--- src/rtl/cnt_pkg.sv ---
// Shared constants for the programmable modulo counter family.
package cnt_pkg;

    localparam logic CNT_UP    = 1'b0;
    localparam logic CNT_DOWN  = 1'b1;
    localparam int   CNT_MAX_W = 64;

    // Last count value M-1 reduced to w bits, so that M=0 yields all-ones.
    function automatic logic [CNT_MAX_W-1:0] last_of(input logic [CNT_MAX_W-1:0] m,
                                                    input int unsigned w);
        logic [CNT_MAX_W-1:0] mask;
        mask = (w >= CNT_MAX_W) ? {CNT_MAX_W{1'b1}} : ((64'd1 << w) - 64'd1);
        return (m - 64'd1) & mask;
    endfunction

endpackage

--- src/rtl/cnt_prog.sv ---
// Runtime-programmable up/down modulo counter with terminal-count pulse
// and optional one-shot stop-at-terminal behaviour.
import cnt_pkg::*;

module cnt_prog #(
    parameter int WIDTH   = 16,
    parameter int ONESHOT = 0,
    parameter int TC_REG  = 0
) (
    input  logic             clk,
    input  logic             rst,
    input  logic             en,
    input  logic             clr,
    input  logic             dir,
    input  logic             load,
    input  logic [WIDTH-1:0] load_val,
    input  logic [WIDTH-1:0] mod_val,
    output logic [WIDTH-1:0] cnt_value,
    output logic             tc,
    output logic             done
);

    logic [WIDTH-1:0] m_last;
    logic [WIDTH-1:0] cnt_p0;
    logic [WIDTH-1:0] cnt_next;
    logic             terminal;
    logic             step;
    logic             tc_p0;
    logic             tc_p1;
    logic             done_q;

    assign m_last = WIDTH'(last_of(CNT_MAX_W'(mod_val), WIDTH));

    always_comb begin
        terminal = (dir == CNT_UP) ? (cnt_p0 >= m_last)
                                   : ((cnt_p0 == '0) || (cnt_p0 > m_last));
        step     = en && !clr && !load && !done_q;
        tc_p0    = step && terminal;
        cnt_next = cnt_p0;
        if (clr) begin
            cnt_next = (dir == CNT_DOWN) ? m_last : '0;
        end else if (load) begin
            // M=0 spans the full range, so a load can never be out of range.
            cnt_next = ((mod_val == '0) || (load_val < mod_val)) ? load_val : m_last;
        end else if (step) begin
            if (terminal) begin
                if (ONESHOT == 0) begin
                    cnt_next = (dir == CNT_UP) ? '0 : m_last;
                end
            end else begin
                cnt_next = (dir == CNT_UP) ? cnt_p0 + WIDTH'(1) : cnt_p0 - WIDTH'(1);
            end
        end
    end

    always_ff @(posedge clk or negedge rst) begin
        if (!rst) begin
            cnt_p0 <= '0;
        end else begin
            cnt_p0 <= cnt_next;
        end
    end

    // Registered tc and one-shot done flag; both cleared asynchronously.
    always_ff @(posedge clk or negedge rst) begin
        if (!rst) begin
            tc_p1  <= 1'b0;
            done_q <= 1'b0;
        end else begin
            tc_p1 <= tc_p0;
            if (ONESHOT != 0) begin
                if (clr || load) begin
                    done_q <= 1'b0;
                end else if (tc_p0) begin
                    done_q <= 1'b1;
                end
            end
        end
    end

    assign cnt_value = cnt_p0;
    assign tc        = (TC_REG != 0) ? tc_p1 : tc_p0;
    assign done      = done_q;

endmodule

--- config.mk ---
export PLATFORM = sky130hd
export DESIGN_NAME = cnt_prog
export DESIGN_NICKNAME = d
export VERILOG_FILES = /design/src/rtl/cnt_pkg.sv /design/src/rtl/cnt_prog.sv
export SDC_FILE = /design/constraint.sdc
export NUM_CORES = 1
export LEC_CHECK = 0
export BUFFER_PORTS_ARGS = -buffer_cell sky130_fd_sc_hd__buf_4
export CORE_UTILIZATION = 35
export DETAILED_ROUTE_END_ITERATION = 10
export GPL_ROUTABILITY_DRIVEN = 1
export HOLD_SLACK_MARGIN = 0.06
export SETUP_SLACK_MARGIN = 0.02
export SLEW_MARGIN = 20
export SYNTH_ARGS = -nofsm -noshare
export SYNTH_HDL_FRONTEND = slang
export SYNTH_SLANG_ARGS = --single-unit
--- constraint.sdc ---
create_clock -name clk -period 1.75 [get_ports clk]
set_input_delay 0.0875 -clock clk [delete_from_list [all_inputs] [get_ports clk]]
set_output_delay 0.0875 -clock clk [all_outputs]
set_load 0.01 [all_outputs]
==> results.cfg <==
[status]
outcome = complete, but fails checks
violations = negative setup slack

[floorplan]
core_um2 = 4120
row_count = 23
die_w_um = 68.5
io_pins = 56
die_h_um = 68.5
start_util = 0.376
die_area_um2 = 4700

[clock_network]
clock_latency_ps = 260
clkTransAtPathRegs_ps = 70
cts_tree = built
htreeDepth = 1
cts.path.max_buffers = 2
cts_sinks = 16
cts-root-buf = clkbuf_8
cts_buffers = 3

[placed_design]
dpl.hpwl_um = 3550
dp.cells = 309
placed_area_um2 = 2340
portBuffers = 52
globalplace.congestion = 0.786

[power]
p_total_mw = 1.37
powerDensity_nw_per_um2 = 549
p_leak_nw = 1.19
peakVddDrop_uv = 277

[worst_hold_path]
hp-start = load_val[0]
worstHoldPathType = in -> reg
whs_path_depth = 3
hold_path_end = cnt_value[0]$_DFFE_PN0P_

[yosys]
synth_mux_area_frac = 0
synth_fa_ha_area_frac = 0.129
synth_area_leaders = dfrtp_1 (26%), ha_1 (13%), o221ai_2 (9.7%)
synth_seq_cells = 16
synthSimpleGateAreaFrac = 0.185
syn_inst = 173
ys_seq_area_frac = 0.258
synth_top_family_by_area = compound AO/OA/AOI/OAI gates
synth_compound_area_frac = 0.233
synth_area_per_cell_um2 = 8.95
ys.warnings.count = 1
yosysTopAreaCell = dfrtp_1
synth-xor-area-share = 0.0792
synth_cell_type_count = 41
synth_area_um2 = 1550
yosysTopAreaCellShare = 0.258

[sta]
setup_viol = 16
whs_ps = 134
hold_viol_final = 0
fin_crit_ps = 1800
max_freq_mhz = 556
skew_ps = 0
fin_crit_sh = 1.03
rsz0062_at_grt = yes
slew_violations = 0
setup_slack_ps = -47.4

[drt]
wl_per_cell_um = 14.0
vias = 1545
drc = 0
wirelength_um = 4400
drtPass1Iterations = 4
drt_iter0_markers = 22
detail-route-antenna-nets = 0
avgViaCountPerCell = 4.90

[grt]
gr-total-overflow = 0
antenna_found_initial = 0
grt_pass1_wl_um = 7020
met3_usage = 0.0395
grt_util_met1 = 0.236
grt_usage = 0.209
grt_pass1_vias = 1575
met2_usage = 0.387
grt_max_degree = 17
busiest_layer = met2

[critical_path]
crit_path_start_kind = input port
max_stage_delay_ps = 480
r2r_start = cnt_value[10]$_DFFE_PN0P_
crit_arrival_ps = 1930
critical_path_class = in -> reg
path_cells = buf_8 -> inv_4 -> ha_4 -> a21oi_2 -> nor2_1 -> or4_4 -> a311oi_4 -> a2bb2oi_4 -> buf_6 -> o221ai_2
critPathCaptureType = flop
slowest_stage = or4_4
crit_required_ps = 1880
r2r-end = cnt_value[10]$_DFFE_PN0P_
worstPathMaxFanout = 7
r2r_cells = 2
r2r_slack_ps = 850

[cells_and_area]
multi_input_area_um2 = 1120
drive_gt1_frac = 0.525
instances_no_fill = 315
final_nets = 320
largest_reg_flops = 16
regArea_um2 = 400
antennaDiodeCount = 0
fillCellCount = 376
area_growth_pct = 61.6
final_area_um2 = 2500

[run]
cap_viol_max_count = 0
[area by class of cell]
class / count / area share
timing repair buffer: 92 / 0.287
sequential: 16 / 0.160
clock buffer: 4 / 0.0220
inverter: 33 / 0.0565
multi-input combinational: 120 / 0.449
tap: 50 / 0.0250
[worst max-delay path: cells and delay by family]
kind                       cells  cell delay, ps
and+or+nand+nor                2             530
adders and majority gates      1             200
buffers and inverters          3             310
AOI/OAI and AO/OA              4             790
[through the flow]
step | setup WS [ps] | util | setup TNS [ps]
2_1_floorplan | -187 | - | -2410
3_3_place_gp | -406 | 0.569 | -6220
3_5_place_dp | -451 | 0.569 | -6730
4_1_cts | -41.5 | 0.600 | -298
5_1_grt | -95.7 | 0.608 | -1250
6_report | -47.4 | 0.608 | -389
[report_power, final]
part / internal (mW) / switching [mW] / total (mW) / leakage (nW)
clock: 0.200 / 0.147 / 0.347 / 0.0288
combinational: 0.317 / 0.272 / 0.588 / 0.958
sequential: 0.414 / 0.0248 / 0.439 / 0.204
[worst max-delay path by stage]
stage / startpoint / endpoint / slack (ps) / depth (start not counted)
after floorplan: load_val[7] / cnt_value[6]$_DFFE_PN0P_ / -190 / 8
after global placement: load_val[7] / cnt_value[15]$_DFFE_PN0P_ / -410 / 9
after detailed placement: load_val[7] / cnt_value[15]$_DFFE_PN0P_ / -450 / 9
after CTS: mod_val[7] / cnt_value[6]$_DFFE_PN0P_ / -40 / 10
after global routing: mod_val[10] / cnt_value[6]$_DFFE_PN0P_ / -100 / 10
final: mod_val[7] / cnt_value[6]$_DFFE_PN0P_ / -50 / 10
[cell usage after synthesis, drive strengths merged]
cell and n:
inv 33, nand2 23, dfrtp 16, ha 16
o221ai 15, xnor2 14, nor2 9, a21oi 6
nand3 5, buf 4, nor3 4, o21ai 3
a21o 2, nand4 2, nor4 2, or3 2
or4 2, a2bb2oi 1, a311oi 1, a31o 1
a32o 1, and3 1, and4 1, clkbuf 1
conb 1, nand2b 1, nor2b 1, nor4b 1
o211ai 1, o21a 1, o21bai 1, o22ai 1
[cells in the final DEF, fill, tap and decap left out, types with 2 or more instances in the layout]
cell type / synthesis / routed
nand3_1: 5 / 5
inv_4: 0 / 3
ha_1: 16 / 9
a21o_1: 2 / 2
ha_4: 0 / 6
nor3_1: 4 / 3
clkbuf_8: 0 / 4
dfrtp_1: 16 / 16
buf_8: 0 / 3
o221ai_2: 10 / 15
inv_2: 0 / 2
xnor2_1: 14 / 14
conb_1: 1 / 2
nor2_1: 9 / 9
buf_4: 2 / 87
a21oi_1: 5 / 3
a21oi_2: 1 / 2
inv_1: 33 / 26
nand2_1: 23 / 22
[cell families after synthesis]
| family | count (synthesis) |
|---|---|
| DFF | 16 |
| buffers and inverters | 38 |
| AOI/OAI and AO/OA | 34 |
| xor gates and xnor gates | 14 |
| and+or+nand+nor | 54 |
| other | 1 |
| adders and majority gates | 16 |
[timing repair]
action                                 in CTS  in global routing
hold buffers                                1                  0
buffers inserted                            1                  0
gates resized for setup                    12                  9
setup endpoints to repair                  16                 16
endpoints found under the hold margin      16                  0
cloned                                      0                  0
pin swaps                                  13                  2
[routing by layer]
layer	wire length, um	vias up
li1	-	786
met1	1900	709
met2	2190	45
met3	257	5
met4	51	0
met5	0	-
(Power assumes the default switching activity.)
